### src/rtl/aes_cbc_ctrl_pkg.sv
// Shared types and constants for the CBC encryption sequencer.
package aes_cbc_ctrl_pkg;

    localparam int AES_BLK_W = 128;
    localparam int CNT_W     = 4;

    // IDLE: no chain, LOADED: chain valid, CALC: datapath settling, OUT: result held
    typedef enum logic [1:0] {
        ST_IDLE   = 2'd0,
        ST_LOADED = 2'd1,
        ST_CALC   = 2'd2,
        ST_OUT    = 2'd3
    } state_e;

    // Settle time must fit the 4-bit down-counter and be at least one cycle
    function automatic bit core_lat_legal(input int lat);
        return (lat >= 1) && (lat <= 15);
    endfunction

endpackage

### src/rtl/aes_cbc_ctrl.sv
// Multi-block CBC encryption sequencer. Owns key, IV/chain and block state,
// holds the external datapath inputs stable for CORE_LAT cycles, captures the
// ciphertext and chains it into the next block's IV.
module aes_cbc_ctrl
    import aes_cbc_ctrl_pkg::*;
#(
    parameter int CORE_LAT = 2,
    parameter int IDX_W    = 16
) (
    input  logic                 clk,
    input  logic                 rst,
    input  logic                 cfg_valid,
    output logic                 cfg_ready,
    input  logic [AES_BLK_W-1:0] cfg_key,
    input  logic [AES_BLK_W-1:0] cfg_iv,
    input  logic                 pt_valid,
    output logic                 pt_ready,
    input  logic [AES_BLK_W-1:0] pt_data,
    input  logic                 pt_last,
    output logic                 ct_valid,
    input  logic                 ct_ready,
    output logic [AES_BLK_W-1:0] ct_data,
    output logic                 ct_last,
    output logic [IDX_W-1:0]     ct_idx,
    output logic [AES_BLK_W-1:0] core_in,
    output logic [AES_BLK_W-1:0] core_iv,
    output logic [AES_BLK_W-1:0] core_key,
    input  logic [AES_BLK_W-1:0] core_out,
    output logic                 busy
);

    if (!core_lat_legal(CORE_LAT)) begin : g_bad_core_lat
        $error("aes_cbc_ctrl: CORE_LAT must be in 1..15");
    end

    localparam logic [CNT_W-1:0] CNT_LOAD = CNT_W'(CORE_LAT - 1);

    state_e                 state_q,    state_d;
    logic [AES_BLK_W-1:0]   key_q,      key_d;
    logic [AES_BLK_W-1:0]   chain_q,    chain_d;
    logic [AES_BLK_W-1:0]   pt_q,       pt_d;
    logic                   last_q,     last_d;
    logic [CNT_W-1:0]       cnt_q,      cnt_d;
    logic [AES_BLK_W-1:0]   ct_data_q,  ct_data_d;
    logic                   ct_last_q,  ct_last_d;
    logic                   ct_valid_q, ct_valid_d;
    logic [IDX_W-1:0]       ct_idx_q,   ct_idx_d;

    logic cfg_hs_s;
    logic pt_hs_s;
    logic ct_hs_s;

    // Config wins over a simultaneous plaintext offer in LOADED
    assign cfg_ready = (state_q == ST_IDLE) || (state_q == ST_LOADED);
    assign pt_ready  = (state_q == ST_LOADED) && !cfg_valid;
    assign busy      = (state_q == ST_CALC) || (state_q == ST_OUT);

    assign cfg_hs_s  = cfg_valid && cfg_ready;
    assign pt_hs_s   = pt_valid && pt_ready;
    assign ct_hs_s   = ct_valid_q && ct_ready;

    assign core_in   = pt_q;
    assign core_iv   = chain_q;
    assign core_key  = key_q;
    assign ct_data   = ct_data_q;
    assign ct_last   = ct_last_q;
    assign ct_valid  = ct_valid_q;
    assign ct_idx    = ct_idx_q;

    // Next-state and register updates for the sequencer
    always_comb begin
        state_d    = state_q;
        key_d      = key_q;
        chain_d    = chain_q;
        pt_d       = pt_q;
        last_d     = last_q;
        cnt_d      = cnt_q;
        ct_data_d  = ct_data_q;
        ct_last_d  = ct_last_q;
        ct_valid_d = ct_valid_q;
        ct_idx_d   = ct_idx_q;

        case (state_q)
            ST_IDLE: begin
                if (cfg_hs_s) begin
                    key_d    = cfg_key;
                    chain_d  = cfg_iv;
                    ct_idx_d = '0;
                    state_d  = ST_LOADED;
                end else begin
                    state_d  = ST_IDLE;
                end
            end
            ST_LOADED: begin
                if (cfg_hs_s) begin
                    // message restart: fresh key and IV, index back to zero
                    key_d    = cfg_key;
                    chain_d  = cfg_iv;
                    ct_idx_d = '0;
                    state_d  = ST_LOADED;
                end else if (pt_hs_s) begin
                    pt_d     = pt_data;
                    last_d   = pt_last;
                    cnt_d    = CNT_LOAD;
                    state_d  = ST_CALC;
                end else begin
                    state_d  = ST_LOADED;
                end
            end
            ST_CALC: begin
                if (cnt_q != {CNT_W{1'b0}}) begin
                    cnt_d      = cnt_q - CNT_W'(1);
                end else begin
                    ct_data_d  = core_out;
                    chain_d    = core_out;
                    ct_last_d  = last_q;
                    ct_valid_d = 1'b1;
                    state_d    = ST_OUT;
                end
            end
            ST_OUT: begin
                if (ct_hs_s) begin
                    ct_valid_d = 1'b0;
                    if (ct_last_q) begin
                        // end of message: scrub key material, index holds
                        chain_d = '0;
                        key_d   = '0;
                        state_d = ST_IDLE;
                    end else begin
                        ct_idx_d = ct_idx_q + IDX_W'(1);
                        state_d  = ST_LOADED;
                    end
                end else begin
                    state_d = ST_OUT;
                end
            end
            default: begin
                state_d    = ST_IDLE;
                ct_valid_d = 1'b0;
            end
        endcase
    end

    // State and datapath registers with synchronous reset
    always_ff @(posedge clk) begin
        if (rst) begin
            state_q    <= ST_IDLE;
            key_q      <= '0;
            chain_q    <= '0;
            pt_q       <= '0;
            last_q     <= 1'b0;
            cnt_q      <= '0;
            ct_data_q  <= '0;
            ct_last_q  <= 1'b0;
            ct_valid_q <= 1'b0;
            ct_idx_q   <= '0;
        end else begin
            state_q    <= state_d;
            key_q      <= key_d;
            chain_q    <= chain_d;
            pt_q       <= pt_d;
            last_q     <= last_d;
            cnt_q      <= cnt_d;
            ct_data_q  <= ct_data_d;
            ct_last_q  <= ct_last_d;
            ct_valid_q <= ct_valid_d;
            ct_idx_q   <= ct_idx_d;
        end
    end

endmodule

### config.mk
export PLATFORM = sky130hd
export DESIGN_NAME = aes_cbc_ctrl
export DESIGN_NICKNAME = d
export VERILOG_FILES = /design/src/rtl/aes_cbc_ctrl_pkg.sv /design/src/rtl/aes_cbc_ctrl.sv
export SDC_FILE = /design/constraint.sdc
export NUM_CORES = 1
export LEC_CHECK = 0
export CAP_MARGIN = 20
export CORE_AREA = 2 2 411 413
export CTS_BUF_LIST = sky130_fd_sc_hd__clkbuf_4 sky130_fd_sc_hd__clkbuf_8
export DETAILED_ROUTE_END_ITERATION = 6
export DIE_AREA = 0 0 413 415
export SYNTH_ARGS = -nofsm -noshare
export SYNTH_HDL_FRONTEND = slang
export SYNTH_SLANG_ARGS = --single-unit
### constraint.sdc
create_clock -name clk -period 4.5 [get_ports clk]
set_input_delay 1.125 -clock clk [delete_from_list [all_inputs] [get_ports clk]]
set_output_delay 1.125 -clock clk [all_outputs]
set_load 0.1 [all_outputs]
# ---- Yosys cells after proc, flatten, opt, wreduce, memory -nomap -nowiden
# Cells that the tools add are included.
dict set report word_totals {
  out_inout_bits 533
  mem_bits_rw 0
  memories 0
  reg_bits 537
  latch_bits 0
  rom_bits 0
  inputBits 518
}
dict set report classes {
  reduce_logical 20
  shift 0
  addsub 2
  bitwise_logic 2
  n_lt_le_gt_ge 0
  n_eq_ne 11
  n_mux 25
  n_mul 0
  n_div 0
}
# op n
set op_table {}
lappend op_table {{two-way mux 128 bit} 5}
lappend op_table {{case mux 128 bit (3 select lines)} 1}
lappend op_table {{case mux 128 bit (2 select lines)} 1}
lappend op_table {{two-way mux 16 bit} 3}
lappend op_table {{case mux 16 bit (2 select lines)} 1}
lappend op_table {{adder 16 x 1 -> 16 bit, second input constant} 1}
lappend op_table {{AND reduction 4 bit} 4}
lappend op_table {{two-way mux 4 bit} 3}
lappend op_table {{!= test 2 bit, second input constant} 6}
lappend op_table {{two-way mux 2 bit} 4}
lappend op_table {{case mux 2 bit (4 select lines)} 1}
lappend op_table {{case mux 4 bit (2 select lines)} 1}
lappend op_table {{AND reduction 3 bit} 2}
lappend op_table {{nonzero test 2 bit} 3}
lappend op_table {{equality test 2 bit, second input constant} 2}
lappend op_table {{logical AND 1 bit} 4}
lappend op_table {{two-way mux 1 bit} 4}
lappend op_table {{!= test 2 x 1 -> 1 bit, second input constant} 2}
lappend op_table {{nonzero test 4 bit} 1}
lappend op_table {{subtractor 4 x 1 -> 4 bit, second input constant} 1}
lappend op_table {{equality test 2 x 1 -> 1 bit, second input constant} 1}
lappend op_table {{logical NOT 2 bit} 1}
lappend op_table {{logical OR 1 bit} 2}
lappend op_table {{NOT 1 bit} 2}
lappend op_table {{other kinds (4)} 4}

# ---- Longest topological paths before layout
# Gate-level depths: netlist of the first run.
dict set report logic_depth {
  ltp_word 6
  ltp_mapped 8
  depth_no_buf 6
}

# ---- Worst setup path before layout of the first run
# OpenSTA, ideal clock, no wires.
dict set report synth_timing {
  kind {input -> output}
  start {input port cfg_valid}
  end {output port pt_ready}
  stages 2
  t_required_ns 3.375
  path_buffers 0
  arrival_ns 2.042
  setup_slack_ns 1.333
  path_cell_list {nor2_1 > and2_1}
}
dict set report synth_between {
  elab_chain_len 2
}
# element line
set synth_rtl {}
lappend synth_rtl {{from (decl)} aes_cbc_ctrl.sv:12} ;# input logic cfg_valid,
lappend synth_rtl {{logical NOT 1 bit} aes_cbc_ctrl.sv:55} ;# assign pt_ready = (state_q == ST_LOADED) && !cfg_valid;
lappend synth_rtl {{logical AND 1 bit} aes_cbc_ctrl.sv:55}
lappend synth_rtl {{to (decl)} aes_cbc_ctrl.sv:17} ;# output logic pt_ready,
# No other way between the ends.

# ---- Worst setup path in the final report of the first run
dict set report layout_timing {
  start {register ct_last_q, in the netlist ct_last}
  end {output port ct_last}
}
# element line
set layout_lines {}
lappend layout_lines {{from (decl)} aes_cbc_ctrl.sv:45} ;# logic ct_last_q, ct_last_d;
lappend layout_lines {{from (signal assigned)} aes_cbc_ctrl.sv:165} ;# ct_last_q <= ct_last_d;
lappend layout_lines {{to (decl)} aes_cbc_ctrl.sv:23} ;# output logic ct_last,
# No word-level cell between the ends.

==> impl_metrics.ini, run 1 <==
[routing]
finalWirelength_um = 137000
routedWlPerCell_um = 23.0
ant_nets = 0
drt_iter0_drc = 1547
dr.pass1.iters = 5
drc = 0
avgViaCountPerCell = 3.92
num_vias = 23300

[final_layout]
final_cell_mix = clkdlybuf4s50_1 (976), nand2_1 (651), dfxtp_1 (535)
drive_gt1_share_pct = 11.1
area_growth_pct = 69.4
layout_commonest_cell = clkdlybuf4s50_1
fin_nets = 4169
n_fill_cell = 18400

[outcome]
outcome = completed

[timing]
layout_min_cycle_time_ps = 3820
grt_setup_unrepaired = no
finClkSkew_ps = 62.1
worstMarginPinSlew_ps = 1190
hold_viol = 0
slew_headroom_pct = 20.6
report.final.slew_viol_count = 0
fin_crit_sh_pct = 84.8
finalSetupViolations = 0
whs_ps = 453
tns_ps = 0
fmax_ghz = 0.262

[power]
p_leak_nw = 12.7
power_density_nw_per_um2 = 392
ir_drop_v = 0.000251

[floorplanning]
boundaryPins = 1051
core_region_area_um2 = 167000
fp.dieW_um = 413
rows = 150
dieArea_um2 = 171000
fp.dieH_um = 415
initial_core_util_pct = 12.9

[clock_tree]
ctsResizeCount = 0
cts_buffers = 100
clock_sink_count = 537
hold_buffers = 0
root_buffer = clkbuf_8
clk_pin_slew_ps = 60
clock_latency_ps = 880
cts-htree-levels = 3
cts_tree = built
cts_setup_buffers = 0
clk_path_buf_depth = 3

[setup_path]
cp.arrival_ps = 2690
critPathLaunchType = flop
r2r_slack_ps = 1480
end_kind = primary output
max_stage_delay_ps = 1260
r2r-end = core_in[20]
critical_path_class = reg2out
cp_slowest_cell = clkdlybuf4s50_1
path_buf_inv = 1
worstReg2RegStart = state_q[1]
crit_family = buffers and inverters
reg2reg_depth = 6
crit_path_max_fanout = 11
path_cells = clkdlybuf4s50_1
crit_required_ps = 3380

[logic_synthesis]
synth_seq_cells = 537
yosys_warnings = 0
yosysSeqAreaShare_pct = 49.9
synth_area_um2 = 21500
syn_inst = 2685
synth_cell_type_count = 40
avgSynthCellArea_um2 = 8.02
synth_nets = 3206

[global_route]
gr-usage-all-layers_pct = 15.2
grt_pass1_wl_um = 183000
grt-ovfl-total = 0
grt_start_max_net_pins = 135
grt_antenna_before_repair = 75
first_global_vias = 22600

[placement]
port_buffers = 1050
gp_congestion = 0.857
dp_hpwl_um = 108000

[hold_path]
worstHoldEndpoint = ct_data[73]
min_from = ct_data[73]
hp-class = reg2reg
hold_path_depth = 2

[flow_run]
max_cap_violations = 0
## cell usage after synthesis, drive strengths merged
| master | number | area (um^2) |
|---|---|---|
| mux2 | 2 | 22.5 |
| dfxtp | 537 | 10800 |
| clkbuf | 174 | 653 |
| nor2b | 1 | 6.26 |
| a221oi | 1 | 15.0 |
| and2 | 5 | 31.3 |
| and2b | 1 | 7.51 |
| o211ai | 2 | 15.0 |
| and4b | 1 | 10.0 |
| xnor2 | 2 | 17.5 |
| buf | 62 | 414 |
| inv | 6 | 22.5 |
| and4 | 2 | 17.5 |
| o31ai | 5 | 37.5 |
| a22oi | 129 | 968 |
| or4 | 5 | 37.5 |
| and3b | 1 | 8.76 |
| nor4 | 2 | 12.5 |
| ha | 3 | 37.5 |
| nand3 | 8 | 40.0 |
| xor2 | 3 | 26.3 |
| a32oi | 2 | 17.5 |
| nor2 | 392 | 1470 |
| or3b | 1 | 11.3 |
| nand2b | 131 | 820 |
| o21ai | 5 | 25.0 |
| nand2 | 651 | 2440 |
| nand4bb | 1 | 11.3 |
| and3 | 2 | 12.5 |
| a211oi | 129 | 1470 |
| a21oi | 402 | 2010 |
| or3 | 6 | 37.5 |
| nor3 | 7 | 40.0 |
| nand4 | 4 | 25.0 |
## final cells by class
type,count,area (um^2),area share [%]
timing repair buffer,1097,10900,29.9
sequential,537,10800,29.5
multi-input combinational,1906,9780,26.8
tap,2204,2760,7.55
clock buffer,153,1910,5.24
clock inverter,24,307,0.840
antenna,21,52.6,0.144
inverter,6,27.5,0.0754
## registers in the layout, indices dropped and copies added, names as in the netlist
signal / count
cnt_q: 4
core_in: 128
core_iv: 128
core_key: 128
ct_data: 128
ct_idx: 16
ct_last: 1
ct_valid: 1
last_q: 1
state_q: 2
## tightest hold or removal path, cell delays in order (launching register included)
cell and delay [ps]:
dfxtp_1 310, nand2_1 50, a21oi_1 50
## cells by family (layout without fill, tap and decap cells)
kind of cell               count (synthesis)  in the layout  share of synthesized area (%)
AOI/OAI and AO/OA                        675            675                           21.2
other                                      0             21                              0
adders and majority gates                  3              3                          0.174
xor gates and xnor gates                   5              5                          0.203
and+or+nand+nor                         1221           1221                           23.4
buffers and inverters                    242           1280                           5.06
muxes                                      2              2                          0.105
DFF                                      537            537                           49.9
## power breakdown
| part | internal [mW] | switching [mW] |
|---|---|---|
| Sequential | 5.00 | 0.161 |
| Combinational | 1.08 | 2.73 |
| Clock | 2.93 | 2.42 |
## worst max-delay path by stage
| stage | start | to | slack, ps | cells past startpoint |
|---|---|---|---|---|
| after global placement | pt_valid | core_in[15] | 1040 | 6 |
| after floorplan | cfg_valid | pt_ready | 1330 | 2 |
| after CTS | state_q[1] | busy | 530 | 1 |
| final | ct_last | ct_last | 680 | 1 |
| after detailed placement | pt_valid | core_in[15] | 1040 | 6 |
| after global routing | ct_last | ct_last | 510 | 1 |
## metrics by stage
step	area [um^2]	total power [mW]	util [%]	instances	setup WS, ps
after global placement	34100	9.06	20.5	5746	1040
after global routing	36500	14.9	21.9	5943	506
after detailed placement	34200	9.08	20.5	5747	1040
final	36500	14.3	21.9	5948	682
after floorplan	21500	7.69	-	2685	1330
after CTS	36400	14.5	21.8	5924	527
## layer usage
metal / share of wire [%] / global-route usage (%)
met1: 40 / 17.8
met4: 2.6 / 4.41
met5: 0.023 / 0
met2: 48 / 25.5
met3: 8.9 / 6.00
Note: power is estimated with default switching activity, not from simulation.
==> inputs of run 2 (changes only) <==
Settings changed: CORE_AREA 2 2 411 413 to 2 2 413 415, DIE_AREA 0 0 413 415 to 0 0 415 417.
Clock period 4.5 ns to 3.7 ns, I/O delays scaled along.
==> run 2 against run 1 <==
Non-clock buffer count increased by 28. Clock skew down 12 ps. Register-to-register slack got worse by 410 ps. First-iteration DRC count decreased by 6.7%. Flip-flop and latch count did not move. Worst hold slack about the same. Largest cell class is now sequential cells. Largest power group unchanged.
==> impl_metrics.ini, run 2 (synthesis gave the netlist of run 1 again) <==
[placement]
gp_congestion = 0.875
detailedPlace.worstSlack_ps = 501
dp_cells = 5792
port_buffers = 1050
dp_hpwl_um = 85800

[timing]
hold_viol = 0
report.final.slew_viol_count = 0
finalSetupViolations = 0
layout_min_cycle_time_ps = 3330
fmax_ghz = 0.301
worst_slack_ps = 375
worstMarginPinSlew_ps = 1040
whs_ps = 454
finClkSkew_ps = 49.6
grt_setup_unrepaired = no
fin_crit_sh_pct = 89.9
slew_headroom_pct = 30.3
tns_ps = 0

[floorplanning]
boundaryPins = 1051
core_region_area_um2 = 169000
dieArea_um2 = 173000
fp.dieW_um = 415
rows = 151
initial_core_util_pct = 12.8
fp.dieH_um = 417

[hold_path]
hp-class = reg2reg
hold_path_depth = 2
worstHoldEndpoint = ct_data[118]
min_from = ct_data[118]

[clock_tree]
clock_latency_ps = 830
clk_pin_slew_ps = 60
hold_buffers = 0
clock_sink_count = 537
root_buffer = clkbuf_8
clk_path_buf_depth = 3
cts-htree-levels = 3
cts_setup_buffers = 0
ctsResizeCount = 0
cts_buffers = 101
cts_tree = built

[routing]
dr.pass1.iters = 6
num_vias = 22900
ant_nets = 0
drt_iter0_drc = 1444
routedWlPerCell_um = 18.9
avgViaCountPerCell = 3.82
drc = 0
finalWirelength_um = 113000

[setup_path]
reg2reg_depth = 6
crit_path_max_fanout = 2
crit_required_ps = 2770
path_buf_inv = 1
max_stage_delay_ps = 1170
r2r_slack_ps = 1070
crit_family = buffers and inverters
r2r-end = core_iv[46]
end_kind = primary output
path_cells = clkdlybuf4s50_1
critical_path_class = reg2out
critPathLaunchType = flop
cp.arrival_ps = 2400
cp_slowest_cell = clkdlybuf4s50_1
worstReg2RegStart = state_q[0]

[global_route]
gr-usage-all-layers_pct = 12.4
first_global_vias = 22500
grt_start_max_net_pins = 126
grt_pass1_wl_um = 159000
grt-ovfl-total = 0
grt_antenna_before_repair = 12

[final_layout]
fin_nets = 4198
instances_no_fill = 5981
n_fill_cell = 18700
layout_commonest_cell = clkdlybuf4s50_1
final_cell_mix = clkdlybuf4s50_1 (769), nand2_1 (651), dfxtp_1 (535)
area_growth_pct = 68.0
drive_gt1_share_pct = 17.2

[power]
ir_drop_v = 0.000323
power_mw = 17.2
p_leak_nw = 13.2
power_density_nw_per_um2 = 476

[flow_run]
max_cap_violations = 0

[outcome]
outcome = completed
[run 2: cell types whose count changed in the layout (fill, tap and decap cells not counted), sizes merged]
cell / delta
buf: +235
clkdlybuf4s50: -207
diode: -8
clkbuf: +3
clkinv: -3
inv: -1
[run 2: worst max path at each step]
stage                               end  slack, ps     startpoint  depth (start not counted)
after CTS                 core_key[118]        260  core_key[118]                          1
final                      core_in[120]        370   core_in[120]                          1
after global routing      core_key[118]        240  core_key[118]                          1
after floorplan                pt_ready        840     state_q[0]                          4
after detailed placement   core_key[16]        500       ct_ready                          6
after global placement     core_key[59]        590       ct_ready                          6
[run 2: tightest hold or removal path: stages, from the launching register on]
cell,delay (ps)
dfxtp_1,310
nand2_1,50
a21oi_1,50
[run 2: routing by layer]
metal  vias to the layer above  wire (um)  global-route usage, %
met5                         -         26                      0
met2                       898      58100                   22.3
met1                     10800      42400                   13.6
li1                      11000          -                      -
met4                         4       3910                   4.91
met3                       186       8410                   3.80
[run 2: final cells by class]
class	instances	area [um^2]	share of cell area, %
clock buffers	156	1950	5.39
multi-input cells	1906	9780	27.0
flip-flops and latches	537	10800	29.7
well taps	2218	2780	7.67
inverters	6	25.0	0.0691
repair buffers	1125	10600	29.4
diodes	13	32.5	0.0899
clock inverters	20	245	0.677
[run 2: per-stage QoR]
stage / util (%) / area (um^2)
after CTS: 21.5 / 36200
after global routing: 21.5 / 36200
after floorplan: - / 21500
after global placement: 20.2 / 34000
final: 21.5 / 36200
after detailed placement: 20.2 / 34000
[run 2: report_power, final]
part	internal [mW]	switching (mW)	leakage [nW]	total, mW
Combinational	1.30	3.23	7.63	4.53
Clock	3.59	2.85	1.16	6.43
Sequential	6.08	0.196	4.39	6.28
Total	11.0	6.28	13.2	17.2
